**src/rtl/dmem_dbg_pkg.sv**
```systemverilog
// Shared types and constants for the data-memory debug master.
//   state_e          : debug master FSM states
//   CMD_* / SIZE_*   : opcode field encodings
//   RESP_*           : single-byte response codes
//   MASK_*           : low three bits of data_mem_sign_mask per access size
package dmem_dbg_pkg;

    typedef enum logic [2:0] {
        ST_IDLE,
        ST_ADDR,
        ST_WDATA,
        ST_GRANT,
        ST_ACCESS,
        ST_RESP
    } state_e;

    localparam logic [1:0] CMD_PING     = 2'b00;
    localparam logic [1:0] CMD_READ     = 2'b01;
    localparam logic [1:0] CMD_WRITE    = 2'b10;
    localparam logic [1:0] CMD_ILLEGAL  = 2'b11;

    localparam logic [1:0] SIZE_BYTE    = 2'b00;
    localparam logic [1:0] SIZE_HALF    = 2'b01;
    localparam logic [1:0] SIZE_WORD    = 2'b10;
    localparam logic [1:0] SIZE_ILLEGAL = 2'b11;

    localparam logic [7:0] RESP_PING    = 8'h5A;
    localparam logic [7:0] RESP_WRITE   = 8'hA5;
    localparam logic [7:0] RESP_ERR     = 8'hEE;

    localparam logic [2:0] MASK_BYTE    = 3'b001;
    localparam logic [2:0] MASK_HALF    = 3'b011;
    localparam logic [2:0] MASK_WORD    = 3'b111;

    function automatic logic [2:0] size_to_mask(input logic [1:0] size);
        case (size)
            SIZE_BYTE: size_to_mask = MASK_BYTE;
            SIZE_HALF: size_to_mask = MASK_HALF;
            SIZE_WORD: size_to_mask = MASK_WORD;
            default:   size_to_mask = 3'b000;
        endcase
    endfunction

    function automatic logic misaligned(input logic [1:0] size, input logic [1:0] addr_lo);
        case (size)
            SIZE_HALF: misaligned = addr_lo[0];
            SIZE_WORD: misaligned = (addr_lo != 2'b00);
            default:   misaligned = 1'b0;
        endcase
    endfunction

endpackage

```
**src/rtl/byte_shift_reg32.sv**
```systemverilog
// Assembles a little-endian 32-bit word from a stream of bytes: each
// shifted-in byte enters at the top, so after four shifts the first byte
// sits in [7:0].
//   clk, rst_n : clock, asynchronous active-low reset
//   shift_en   : take byte_in this cycle
//   byte_in    : incoming byte
//   word_next  : word as it will be after this edge (equals the held word
//                when shift_en is low), so the caller sees the full word on
//                the same edge that accepts the last byte
module byte_shift_reg32 (
    input  logic        clk,
    input  logic        rst_n,
    input  logic        shift_en,
    input  logic [7:0]  byte_in,
    output logic [31:0] word_next
);

    logic [31:0] word_q;
    logic [31:0] word_d;

    always_comb begin
        word_d = word_q;
        if (shift_en) begin
            word_d = {byte_in, word_q[31:8]};
        end
    end

    always_ff @(posedge clk or negedge rst_n) begin
        if (!rst_n) begin
            word_q <= '0;
        end else begin
            word_q <= word_d;
        end
    end

    assign word_next = word_d;

endmodule

```
**src/rtl/dmem_debug_master.sv**
```systemverilog
// Byte-stream debug initiator for the data-memory port. Parses ping / read /
// write frames from the rx stream, performs one memory access while holding
// halt, and returns response bytes on the tx stream.
//   rx_data/rx_valid/rx_ready : command byte stream in
//   tx_data/tx_valid/tx_ready : response byte stream out
//   halt                      : stall CPU, route memory port from here
//   data_mem_*                : memory port (addr, store data, strobes,
//                               sign_mask) and returned read data
import dmem_dbg_pkg::*;

module dmem_debug_master #(
    parameter int unsigned READ_LATENCY = 1
) (
    input  logic        clk,
    input  logic        rst_n,
    input  logic [7:0]  rx_data,
    input  logic        rx_valid,
    output logic        rx_ready,
    output logic [7:0]  tx_data,
    output logic        tx_valid,
    input  logic        tx_ready,
    output logic        halt,
    output logic [31:0] data_mem_addr,
    output logic [31:0] data_mem_WrData,
    output logic        data_mem_memwrite,
    output logic        data_mem_memread,
    output logic [3:0]  data_mem_sign_mask,
    input  logic [31:0] data_mem_out
);

    localparam int unsigned LAT_W = (READ_LATENCY > 1) ? $clog2(READ_LATENCY) : 1;
    localparam logic [LAT_W-1:0] LAT_LAST = LAT_W'(READ_LATENCY - 1);

    state_e           state_q, state_d;
    logic [1:0]       idx_q, idx_d;
    logic [1:0]       cmd_q, cmd_d;
    logic [1:0]       size_q, size_d;
    logic             uns_q, uns_d;
    logic             mis_q, mis_d;
    logic [LAT_W-1:0] lat_q, lat_d;
    logic [23:0]      resp_buf_q, resp_buf_d;
    logic [1:0]       resp_left_q, resp_left_d;

    logic             rx_ready_q, rx_ready_d;
    logic [7:0]       tx_data_q, tx_data_d;
    logic             tx_valid_q, tx_valid_d;
    logic             halt_q, halt_d;
    logic [31:0]      addr_q, addr_d;
    logic [31:0]      wrdata_q, wrdata_d;
    logic [3:0]       mask_q, mask_d;
    logic             memwrite_q, memwrite_d;
    logic             memread_q, memread_d;

    logic             rx_fire, tx_fire;
    logic [31:0]      addr_word, data_word;
    logic             rsvd_unused;

    assign rx_fire = rx_valid & rx_ready_q;
    assign tx_fire = tx_valid_q & tx_ready;

    // Opcode bits 5:3 carry no meaning.
    assign rsvd_unused = ^rx_data[5:3];

    byte_shift_reg32 u_addr_sr (
        .clk       (clk),
        .rst_n     (rst_n),
        .shift_en  ((state_q == ST_ADDR) & rx_fire),
        .byte_in   (rx_data),
        .word_next (addr_word)
    );

    byte_shift_reg32 u_data_sr (
        .clk       (clk),
        .rst_n     (rst_n),
        .shift_en  ((state_q == ST_WDATA) & rx_fire),
        .byte_in   (rx_data),
        .word_next (data_word)
    );

    always_comb begin
        state_d     = state_q;
        idx_d       = idx_q;
        cmd_d       = cmd_q;
        size_d      = size_q;
        uns_d       = uns_q;
        mis_d       = mis_q;
        lat_d       = lat_q;
        resp_buf_d  = resp_buf_q;
        resp_left_d = resp_left_q;
        tx_data_d   = tx_data_q;
        tx_valid_d  = tx_valid_q;
        halt_d      = halt_q;
        addr_d      = addr_q;
        wrdata_d    = wrdata_q;
        mask_d      = mask_q;
        memwrite_d  = 1'b0;
        memread_d   = 1'b0;
        rx_ready_d  = 1'b0;

        unique case (state_q)
            ST_IDLE: begin
                if (rx_fire) begin
                    cmd_d  = rx_data[7:6];
                    size_d = rx_data[1:0];
                    uns_d  = rx_data[2];
                    idx_d  = 2'd0;
                    if (rx_data[7:6] == CMD_ILLEGAL || rx_data[1:0] == SIZE_ILLEGAL) begin
                        state_d     = ST_RESP;
                        tx_valid_d  = 1'b1;
                        tx_data_d   = RESP_ERR;
                        resp_left_d = 2'd0;
                    end else if (rx_data[7:6] == CMD_PING) begin
                        state_d     = ST_RESP;
                        tx_valid_d  = 1'b1;
                        tx_data_d   = RESP_PING;
                        resp_left_d = 2'd0;
                    end else begin
                        state_d = ST_ADDR;
                    end
                end
            end
            ST_ADDR: begin
                if (rx_fire) begin
                    idx_d = idx_q + 2'd1;
                    if (idx_q == 2'd3) begin
                        mis_d = misaligned(size_q, addr_word[1:0]);
                        if (cmd_q == CMD_WRITE) begin
                            state_d = ST_WDATA;
                        end else if (misaligned(size_q, addr_word[1:0])) begin
                            state_d     = ST_RESP;
                            tx_valid_d  = 1'b1;
                            tx_data_d   = RESP_ERR;
                            resp_left_d = 2'd0;
                        end else begin
                            state_d  = ST_GRANT;
                            halt_d   = 1'b1;
                            addr_d   = addr_word;
                            wrdata_d = '0;
                            mask_d   = {uns_q, size_to_mask(size_q)};
                        end
                    end
                end
            end
            ST_WDATA: begin
                if (rx_fire) begin
                    idx_d = idx_q + 2'd1;
                    if (idx_q == 2'd3) begin
                        // Alignment was judged when the address completed;
                        // the data bytes are still consumed before the error.
                        if (mis_q) begin
                            state_d     = ST_RESP;
                            tx_valid_d  = 1'b1;
                            tx_data_d   = RESP_ERR;
                            resp_left_d = 2'd0;
                        end else begin
                            state_d  = ST_GRANT;
                            halt_d   = 1'b1;
                            addr_d   = addr_word;
                            wrdata_d = data_word;
                            mask_d   = {uns_q, size_to_mask(size_q)};
                        end
                    end
                end
            end
            ST_GRANT: begin
                state_d = ST_ACCESS;
                lat_d   = '0;
                if (cmd_q == CMD_WRITE) begin
                    memwrite_d = 1'b1;
                end else begin
                    memread_d = 1'b1;
                end
            end
            ST_ACCESS: begin
                if (cmd_q == CMD_WRITE) begin
                    state_d     = ST_RESP;
                    tx_valid_d  = 1'b1;
                    tx_data_d   = RESP_WRITE;
                    resp_left_d = 2'd0;
                end else if (lat_q == LAT_LAST) begin
                    state_d     = ST_RESP;
                    tx_valid_d  = 1'b1;
                    tx_data_d   = data_mem_out[7:0];
                    resp_buf_d  = data_mem_out[31:8];
                    resp_left_d = 2'd3;
                end else begin
                    lat_d     = lat_q + 1'b1;
                    memread_d = 1'b1;
                end
            end
            ST_RESP: begin
                if (tx_fire) begin
                    if (resp_left_q == 2'd0) begin
                        state_d    = ST_IDLE;
                        tx_valid_d = 1'b0;
                        tx_data_d  = '0;
                    end else begin
                        tx_data_d   = resp_buf_q[7:0];
                        resp_buf_d  = {8'h00, resp_buf_q[23:8]};
                        resp_left_d = resp_left_q - 2'd1;
                    end
                end
            end
            default: begin
                state_d = ST_IDLE;
            end
        endcase

        // The memory port is only driven while an access owns it.
        if (state_d != ST_GRANT && state_d != ST_ACCESS) begin
            halt_d   = 1'b0;
            addr_d   = '0;
            wrdata_d = '0;
            mask_d   = '0;
        end

        rx_ready_d = (state_d == ST_IDLE) || (state_d == ST_ADDR) || (state_d == ST_WDATA);
    end

    always_ff @(posedge clk or negedge rst_n) begin
        if (!rst_n) begin
            state_q     <= ST_IDLE;
            idx_q       <= '0;
            cmd_q       <= '0;
            size_q      <= '0;
            uns_q       <= 1'b0;
            mis_q       <= 1'b0;
            lat_q       <= '0;
            resp_buf_q  <= '0;
            resp_left_q <= '0;
            rx_ready_q  <= 1'b0;
            tx_data_q   <= '0;
            tx_valid_q  <= 1'b0;
            halt_q      <= 1'b0;
            addr_q      <= '0;
            wrdata_q    <= '0;
            mask_q      <= '0;
            memwrite_q  <= 1'b0;
            memread_q   <= 1'b0;
        end else begin
            state_q     <= state_d;
            idx_q       <= idx_d;
            cmd_q       <= cmd_d;
            size_q      <= size_d;
            uns_q       <= uns_d;
            mis_q       <= mis_d;
            lat_q       <= lat_d;
            resp_buf_q  <= resp_buf_d;
            resp_left_q <= resp_left_d;
            rx_ready_q  <= rx_ready_d;
            tx_data_q   <= tx_data_d;
            tx_valid_q  <= tx_valid_d;
            halt_q      <= halt_d;
            addr_q      <= addr_d;
            wrdata_q    <= wrdata_d;
            mask_q      <= mask_d;
            memwrite_q  <= memwrite_d;
            memread_q   <= memread_d;
        end
    end

    assign rx_ready           = rx_ready_q;
    assign tx_data            = tx_data_q;
    assign tx_valid           = tx_valid_q;
    assign halt               = halt_q;
    assign data_mem_addr      = addr_q;
    assign data_mem_WrData    = wrdata_q;
    assign data_mem_sign_mask = mask_q;
    assign data_mem_memwrite  = memwrite_q;
    assign data_mem_memread   = memread_q;

endmodule

```
**config.mk**
```make
export PLATFORM = sky130hd
export DESIGN_NAME = dmem_debug_master
export DESIGN_NICKNAME = d
export VERILOG_FILES = /design/src/rtl/dmem_dbg_pkg.sv /design/src/rtl/byte_shift_reg32.sv /design/src/rtl/dmem_debug_master.sv
export SDC_FILE = /design/constraint.sdc
export NUM_CORES = 1
export LEC_CHECK = 0
export BUFFER_PORTS_ARGS = -buffer_cell sky130_fd_sc_hd__buf_2
export CAP_MARGIN = 40
export CORE_MARGIN = 2
export CORE_UTILIZATION = 45
export CTS_CLUSTER_SIZE = 10
export DETAILED_ROUTE_END_ITERATION = 8
export HOLD_SLACK_MARGIN = 0.12
export PLACE_DENSITY = 0.62
export SLEW_MARGIN = 10
export SYNTH_ARGS = -nofsm -noshare
export SYNTH_HDL_FRONTEND = slang
export SYNTH_HIERARCHICAL = 1
export SYNTH_SLANG_ARGS = --single-unit
```
**constraint.sdc**
```tcl
create_clock -name clk -period 3.7 [get_ports clk]
set_input_delay 0.555 -clock clk [delete_from_list [all_inputs] [get_ports clk]]
set_output_delay 0.555 -clock clk [all_outputs]
set_load 0.02 [all_outputs]
```
### Yosys cells after proc, flatten, opt, wreduce, memory -nomap -nowiden

Cells that the tools add are included.

* equality and inequality tests: 38
* add/subtract/negate cells: 3
* bitwise operators: 4
* order comparisons: 0
* div/mod/pow operators: 0
* multiplexer cells: 121
* multipliers: 0
* reductions and logical operators: 25
* shifts and indexed selects: 0

Operator list (count)
* two-way mux 32 bit: 18
* case mux 32 bit (2 select lines): 2
* two-way mux 8 bit: 14
* two-way mux 24 bit: 4
* case mux 24 bit (2 select lines): 1
* two-way mux 3 bit: 14
* case mux 8 bit (5 select lines): 1
* two-way mux 1 bit: 33
* two-way mux 2 bit: 16
* two-way mux 4 bit: 8
* AND reduction 13 bit: 2
* inequality test 2 bit, second input constant: 10
* inequality test 3 x 2 -> 1 bit, second input constant: 6
* case mux 3 bit (6 select lines): 1
* AND reduction 12 bit: 1
* equality test 2 bit, second input constant: 5
* case mux 2 bit (5 select lines): 1
* equality test 3 x 2 -> 1 bit, second input constant: 3
* inequality test 3 bit, second input constant: 3
* case mux 3 bit (3 select lines): 1
* inequality test 2 x 1 -> 1 bit, second input constant: 4
* case mux 1 bit (2 select lines): 4
* case mux 4 bit (2 select lines): 1
* AND reduction 8 bit: 1
* other kinds (21): 37

* output and inout port bits: 81
* bits in read-only memories: 0
* memory bits (writable): 0
* memories kept: 0
* flip-flop bits (word level): 183
* bits of input ports: 44
* latch bits: 0

### Depth between registers and ports, before layout

Gate-level depths: netlist of run 1.

* depth after elaboration: 18
* mapped depth: 11

### Hierarchy

The synthesis of run 1 kept the hierarchy.

Modules (own cells, without submodules)
* dmem_debug_master: area an instance 4986.0 µm², times used 1, cells an instance 404
* byte_shift_reg32: area an instance 1345.0 µm², times used 2, cells an instance 68

### Worst setup path before layout of run 1

No wires, ideal clock.

* path type: flip-flop to flip-flop
* start point: register state_q[2]
* end point: register addr_q[0] (netlist: data_mem_addr[0])
* stages on the path, launching flop included: 12
* required time: 3579 ps
* path slack: 812 ps
* period minus slack after synthesis: 2888 ps
* data arrival time: 2767 ps
* library setup time: 121 ps
* cells stage by stage: dfrtp_1 -> or3b_1 -> nor2_1 -> buf_6 -> buf_12 -> mux2_4 -> o21ai_0 -> a2111oi_0 -> o21ba_4 -> nor2_4 -> buf_4 -> a22o_1

* longest elaborated chain between the ends: 18
* elaborated cells between the ends (all ways): 47

RTL lines
* start: declaration: RTL line dmem_debug_master.sv:34 `state_e state_q, state_d;`
* start signal: assignment: RTL line dmem_debug_master.sv:241 `state_q <= state_d;`
* equality test 3 x 1 -> 1 bit *: RTL line dmem_debug_master.sv:67 `.shift_en ((state_q == ST_ADDR) & rx_fire),`
* AND 1 bit *: RTL line dmem_debug_master.sv:67
* two-way mux 32 bit *: RTL line byte_shift_reg32.sv:23 `if (shift_en) begin`
* via addr_word[1]: RTL line dmem_debug_master.sv:55 `logic [31:0] addr_word, data_word;`
* nonzero test 2 bit *: RTL line dmem_dbg_pkg.sv:47 `SIZE_WORD: misaligned = (addr_lo != 2'b00);`
* case mux 1 bit (2 select lines) *: RTL line dmem_dbg_pkg.sv:45 `case (size)`
* two-way mux 1 bit *: RTL line dmem_debug_master.sv:127 `if (cmd_q == CMD_WRITE) begin`
* two-way mux 1 bit *: RTL line dmem_debug_master.sv:125 `if (idx_q == 2'd3) begin`
* (+3 left out)
* two-way mux 3 bit: RTL line dmem_debug_master.sv:127
* two-way mux 3 bit: RTL line dmem_debug_master.sv:125
* two-way mux 3 bit: RTL line dmem_debug_master.sv:123 `if (rx_fire) begin`
* case mux 3 bit (6 select lines): RTL line dmem_debug_master.sv:100 `unique case (state_q)`
* inequality test 3 x 2 -> 1 bit or inequality test 3 bit (tied branches): RTL line dmem_debug_master.sv:210 `if (state_d != ST_GRANT && state_d != ST_ACCESS) begin`
* logical AND 1 bit: RTL line dmem_debug_master.sv:210
* inequality test 3 x 1 -> 1 bit (no line), or another cell as far along
* AND reduction 8 bit (no line)
* end signal: assignment: RTL line dmem_debug_master.sv:254 `addr_q <= addr_d;`
* end: declaration: RTL line dmem_debug_master.sv:48 `logic [31:0] addr_q, addr_d;`

The timed path passes the listed nets; every way through them passes the cells marked *. The select of a mux whose other input is x is not followed.
A chain may end at the register's enable or synchronous reset.

### Final worst setup path of run 1

* start point: register state_q[2]
* end point: register addr_q[9] (netlist: data_mem_addr[9])

Same word-level chain as after synthesis.

==> metrics.txt, run 1 <==
worst slew pin tran=0.837 ns; die area=18100 um2; Max clock buf depth=2; Fmax achieved=0.314 GHz; Hold Vio Cnt, Final=0; Filler Cell Count=between 1000 and 1500; sw frac=32.5%; Min Clock Period, post-route=about 3.2 ns; PD cells=703 nW/um2; gr usage total=19.1%; Clock Sinks=182; post-synthesis sequential area ratio=59.3%; Synth top area share=59.3%; nets=709; drt wl/cell=roughly 19 um; critical-path cell list=or3b_1, nor2_4, mux2_4, o21ai_0, a2111oi_0, o21ba_4, nor2_4, buf_4, a22o_1; Die Height=135 um; endpoint class of the critical path=flip-flop; Post-Syn Area=7680 um2; number of inserted diodes=0; synth top area cells=dfrtp_1 (59%), mux2_4 (12%), a22o_1 (8.6%), mux2i_1 (2.2%), mux2_2 (1.8%); power share of the combinational group=just under 30%; initial antenna violation count=0; DR iter-0 viols=362; Crit path largest cell delay=0.64 ns; FFs w/ async S/R, synth=100%; total wire length=~17 mm; Clock Latency Late Sink=~0.43 ns; Maximum Capacitance Violations=0; Psw=approximately 2100 uW; Worst Path Arrival=3.50 ns; register area=4550 um2; Core Rows=47; Hold Slack=between 0.15 and 0.2 ns; critical-path maximum fanout=25; unique cell type count in the Yosys netlist=50; Net Count, Synth=589; Root Buffer=clkbuf_16; Worst R2R Setup Slack=0.52 ns; Reg2Reg Capture Point=data_mem_addr[9]; critical path required time=4.01 ns; Worst path slowest cell=a2111oi_0; TritonCTS clock tree=built; Max Slew Vio Count=0; Final Skew=between 0.008 and 0.009 ns; critical path type=flip-flop to flip-flop; core area=16600 um2; HPWL after DPL=11.3 mm; via count=about 4800; postcts setup bufs=0; first-pass GRT wire length=27.1 mm; Worst slew margin=44.1%; Initial Util=46.1%; cell-internal power=4290 uW; leading area contributor after synthesis=dfrtp_1; die width=135 um; Routed Antenna Nets=0; RSZ-0062 raised after global routing=no; status=completed; DR vias/cell=5.41; # DRC=0; share of power burned in registers=42.2%; Multi-input gate area=2810 um2; Peak VDD IR=about 0.35 mV; reg2reg path depth=9; Tcrit/Tclk final=86.1%; Synth Area per Inst=~14 um2; post-cts resize count=0; hold buffer count at CTS=0; FF+latch count, synth=182; H-tree depth=4; IO Pins=125; Hold Crit Class=primary input to async pin; EDFF count, synth=0; YS warnings=6; Leakage=around 0.0046 uW; grt total ovfl=0; Final Setup Violations=0; layout cells sized above 1=a little under two fifths; Clock power frac=roughly 28%; largest net degree at the start of global routing=93; FF-to-FF Start=state_q[2]; drt first pass iters=4; CTS buffer count=17; clock-pin slew on the worst setup and hold paths=0.07 ns; most used cell along the critical path=nor2_4; setup TNS=0 ns; Port Buf Inserts=approximately 120; startpoint types=flip-flop; ys flop type=dfrtp_1; cells after synthesis=540; vias in the first global route=5003; area grow syn2layout=17.8%; GPL Wtd Cong=0.868
worst max path at each step:
stage / cells after the start / slack [ns] / start / end
floorplan: 11 / 0.81 / state_q[2] / data_mem_addr[0]
global placement: 9 / 0.69 / state_q[2] / data_mem_addr[15]
detailed placement: 9 / 0.55 / state_q[2] / data_mem_sign_mask[2]
CTS: 9 / 0.54 / state_q[2] / data_mem_addr[9]
global route: 9 / 0.32 / state_q[2] / data_mem_sign_mask[2]
finish: 9 / 0.52 / state_q[2] / data_mem_addr[9]
synthesized netlist by cell type, drive strengths merged, types with 2 or more instances:
library cell / number
dfrtp: 182
mux2: 78
a22o: 75
nand2: 26
o21ai: 25
buf: 20
clkbuf: 18
mux2i: 17
nor2: 12
inv: 11
a21oi: 9
and3: 7
nor3: 6
and2: 5
ha: 5
a2111oi: 3
a21o: 3
a221o: 3
nand2b: 3
nor2b: 3
nor4: 3
a211oi: 2
a31oi: 2
nor3b: 2
o31ai: 2
xnor2: 2
power by group through the flow:
stage	clock network, uW	registers [uW]	logic (uW)
finish	1810	2680	1860
global route	1930	2730	2050
CTS	1850	2680	1870
detailed placement	0	2710	1860
global placement	0	2690	1820
floorplan	0	2690	1400
stage by stage:
stage / util, % / cell area [um2] / total power [uW] / setup slack (ns) / instances
3_5_place_dp: 50.8 / 8450 / 4570 / 0.549 / 861
2_1_floorplan: - / 7680 / 4090 / 0.812 / 540
5_1_grt: 54.3 / 9040 / 6720 / 0.320 / 892
3_3_place_gp: 50.7 / 8430 / 4510 / 0.692 / 860
6_report: 54.3 / 9040 / 6360 / 0.515 / 892
4_1_cts: 54.3 / 9040 / 6410 / 0.542 / 892
flip-flops by register name (all words and copies together), names as in the netlist, 3 cells and up:
| signal | cells |
|---|---|
| data_mem_WrData | 32 |
| data_mem_addr | 32 |
| data_mem_sign_mask | 4 |
| resp_buf_q | 24 |
| state_q | 3 |
| tx_data | 8 |
| u_addr_sr/word_q | 32 |
| u_data_sr/word_q | 32 |
worst max-delay path, delay by kind of cell (launching register included):
kind | cells | cell delay (ns)
DFF | 1 | 0.52
AOI/OAI and AO/OA | 4 | 1.27
buffers and inverters | 1 | 0.28
and+or+nand+nor | 3 | 0.80
muxes | 1 | 0.20
cells by family (layout without fill, tap and decap cells):
group / count (synthesis) / after routing / synth area share [%]
flip-flops: 182 / 182 / 59.3
AO/OA/AOI/OAI: 136 / 136 / 13.8
buffers and inverters: 49 / 181 / 4.37
XOR/XNOR: 2 / 2 / 0.228
AND/OR/NAND/NOR: 71 / 71 / 4.82
adder cells (fa/ha/maj): 5 / 5 / 0.815
multiplexers: 95 / 95 / 16.6
placed cells by master, fill, tap and decap left out, types with 11 or more instances in the layout:
cell,count
buf_2,123
inv_1,11
clkbuf_16,17
mux2_4,60
mux2_2,12
nand2_1,26
dfrtp_1,182
buf_4,13
mux2i_1,17
a22o_1,75
o21ai_0,25
final cells by class:
type / count / area share (%)
Clock buffer: 17 / 4.70
Clock inverter: 14 / 1.87
Inverter: 11 / 0.457
Multi-Input combinational cell: 309 / 31.1
Sequential cell: 182 / 50.4
Tap cell: 220 / 3.04
Timing Repair Buffer: 139 / 8.48
per-layer routing:
layer | up-vias | global-route usage [%] | wire [um]
li1 | 2226 | - | -
met4 | 0 | 6.73 | 290
met1 | 2456 | 27.1 | 7840
met2 | 126 | 29.3 | 7830
met5 | - | 0 | 0
met3 | 21 | 4.32 | 668
No activity file was read; power rests on OpenSTA's default activity.
==> run 2: changes to the inputs <==
--- a/config.mk
+++ b/config.mk
@@ -9,9 +9,10 @@
 export CAP_MARGIN = 40
 export CORE_MARGIN = 2
 export CORE_UTILIZATION = 45
+export CTS_CLUSTER_DIAMETER = 120
 export CTS_CLUSTER_SIZE = 10
 export DETAILED_ROUTE_END_ITERATION = 8
-export HOLD_SLACK_MARGIN = 0.12
+export MAX_ROUTING_LAYER = met4
 export PLACE_DENSITY = 0.62
 export SLEW_MARGIN = 10
 export SYNTH_ARGS = -nofsm -noshare
==> run 2 against run 1 <==
Wire length rose by 0.22%. Sequential power barely moved. Design area did not move. Critical path depth did not move. Combinational power barely moved. Clock power barely moved. Count of clock-buffer cells in the layout did not move. First-iteration DRC count fell by 13%. Worst setup slack got worse by 0.011 ns. Largest power group unchanged.
==> metrics.txt, run 2 (synthesis gave the netlist of run 1 again) <==
status=completed (unchanged); critical path type=flip-flop to flip-flop (unchanged); postcts setup bufs=0 (unchanged); total wire length=16.7 mm (was 16.6 mm); PD cells=703 nW/um2 (about the same); critical path required time=4.01 ns (about the same); die width=135 um (unchanged); grt total ovfl=0 (unchanged); startpoint types=flip-flop (unchanged); first-pass GRT wire length=27.2 mm (was 27.1 mm); Max clock buf depth=2 (unchanged); Finished Core Util=54.3% (unchanged); setup TNS=0 ns (unchanged); Hold Crit Class=primary input to async pin (unchanged); DR iter-0 viols=314 (was 362); FF-to-FF Start=state_q[2] (unchanged); Tcrit/Tclk final=86.4% (was 86.1%); H-tree depth=4 (unchanged); total power=6360 uW (about the same); most used cell along the critical path=nor2_4 (unchanged); DR vias/cell=5.42 (was 5.41); Leakage=0.00459 uW (unchanged); post-cts resize count=0 (unchanged); Peak VDD IR=0.353 mV (about the same); endpoint class of the critical path=flip-flop (unchanged); critical-path cell list=or3b_1, nor2_4, mux2_4, o21ai_0, a2111oi_0, o21ba_4, nor2_4, buf_4, a22o_1 (unchanged); commonest non-fill, non-tap cell in the layout=dfrtp_1 (unchanged); Filler Cell Count=1408 (unchanged); number of inserted diodes=0 (unchanged); Maximum Capacitance Violations=0 (unchanged); register area=4550 um2 (unchanged); most frequent cells in the layout=dfrtp_1 (182), buf_2 (123), a22o_1 (75) (unchanged); GPL Wtd Cong=0.882 (was 0.868); Fmax achieved=0.313 GHz (was 0.314 GHz); Hold Vio Cnt, Final=0 (unchanged); Worst Path Arrival=3.51 ns (was 3.50 ns); critical-path maximum fanout=25 (unchanged); IO Pins=125 (unchanged); area grow syn2layout=17.8% (unchanged); drt first pass iters=4 (unchanged); Initial Util=46.1% (unchanged); Clock Latency Late Sink=0.43 ns (about the same); initial antenna violation count=0 (unchanged); Worst R2R Setup Slack=0.50 ns (was 0.52 ns); clock-pin slew on the worst setup and hold paths=0.07 ns (about the same); largest net degree at the start of global routing=93 (unchanged); Max Slew Vio Count=0 (unchanged); HPWL after DPL=11.3 mm (unchanged); DP Worst Slack=0.549 ns (unchanged); Min Clock Period, post-route=3.20 ns (was 3.18 ns); Core Rows=47 (unchanged); Final Skew=0.00782 ns (was 0.00884 ns); drt wl/cell=18.7 um (about the same); Final Setup Violations=0 (unchanged); CTS buffer count=17 (unchanged); Routed Antenna Nets=0 (unchanged); worst slew pin tran=0.839 ns (was 0.837 ns); TritonCTS clock tree=built (unchanged); layout cells sized above 1=37.5% (unchanged); Multi-input gate area=2810 um2 (unchanged); Clock Sinks=182 (unchanged); nets=709 (unchanged); hold buffer count at CTS=0 (unchanged); Worst slew margin=43.9% (was 44.1%); Port Buf Inserts=124 (unchanged); Crit path largest cell delay=0.64 ns (about the same); Root Buffer=clkbuf_16 (unchanged); die area=18100 um2 (unchanged); RSZ-0062 raised after global routing=no (unchanged); Worst path slowest cell=a2111oi_0 (unchanged); worst setup margin=0.504 ns (was 0.515 ns); via count=4836 (was 4829); core area=16600 um2 (unchanged); vias in the first global route=4990 (was 5003); Die Height=135 um (unchanged); # DRC=0 (unchanged); crit path from=state_q[2] (unchanged); gr usage total=19.8% (was 19.1%)
[run 2: cell counts in the layout (fill, tap and decap cells not counted)]
No cell type changed its count.
[run 2: metal layers]
| metal | vias up | global-route usage, % | part of all wire, % |
|---|---|---|---|
| met5 | - | - | 0 |
| met4 | 0 | 6.73 | 1.8 |
| met3 | 23 | 4.17 | 3.7 |
| met2 | 120 | 29.2 | 47 |
| met1 | 2468 | 27.4 | 48 |
| li1 | 2225 | - | - |
[run 2: critical path, delay by kind of cell, from the launching register on]
family                 cells  cell delay (ns)
AO/OA/AOI/OAI              4             1.27
AND/OR/NAND/NOR            3             0.80
flip-flops                 1             0.53
buffers and inverters      1             0.28
multiplexers               1             0.20
[run 2: through the flow]
| stage | hold slack [ns] | area (um2) | instances |
|---|---|---|---|
| 6_report | 0.182 | 9040 | 892 |
| 3_3_place_gp | 0.460 | 8430 | 860 |
| 3_5_place_dp | 0.470 | 8450 | 861 |
| 4_1_cts | 0.212 | 9040 | 892 |
| 2_1_floorplan | 0.259 | 7680 | 540 |
| 5_1_grt | 0.237 | 9040 | 892 |
[run 2: path summary, 6_finish.rpt]
kind / endpoint / cells after the start
max in group asynchronous: u_addr_sr/word_q[6] / 2
worst min register to register: resp_buf_q[15] / 2
worst min-delay path: u_addr_sr/word_q[28] / 1
worst max register to register: data_mem_addr[9] / 9
worst max-delay path: data_mem_addr[9] / 9
min in group clk: resp_buf_q[21] / 2
[run 2: final cells by class]
cell class,count,share of cell area [%]
sequential,182,50.4
multi-input combinational,309,31.1
timing repair buffer,139,8.48
clock buffer,17,4.70
tap,220,3.04
clock inverter,14,1.87
inverter,11,0.457
[run 2: power breakdown]
part	internal (uW)	switching, uW	total [uW]
clock	1010	799	1810
sequential	2410	271	2690
combinational	862	999	1860
total	4290	2070	6360
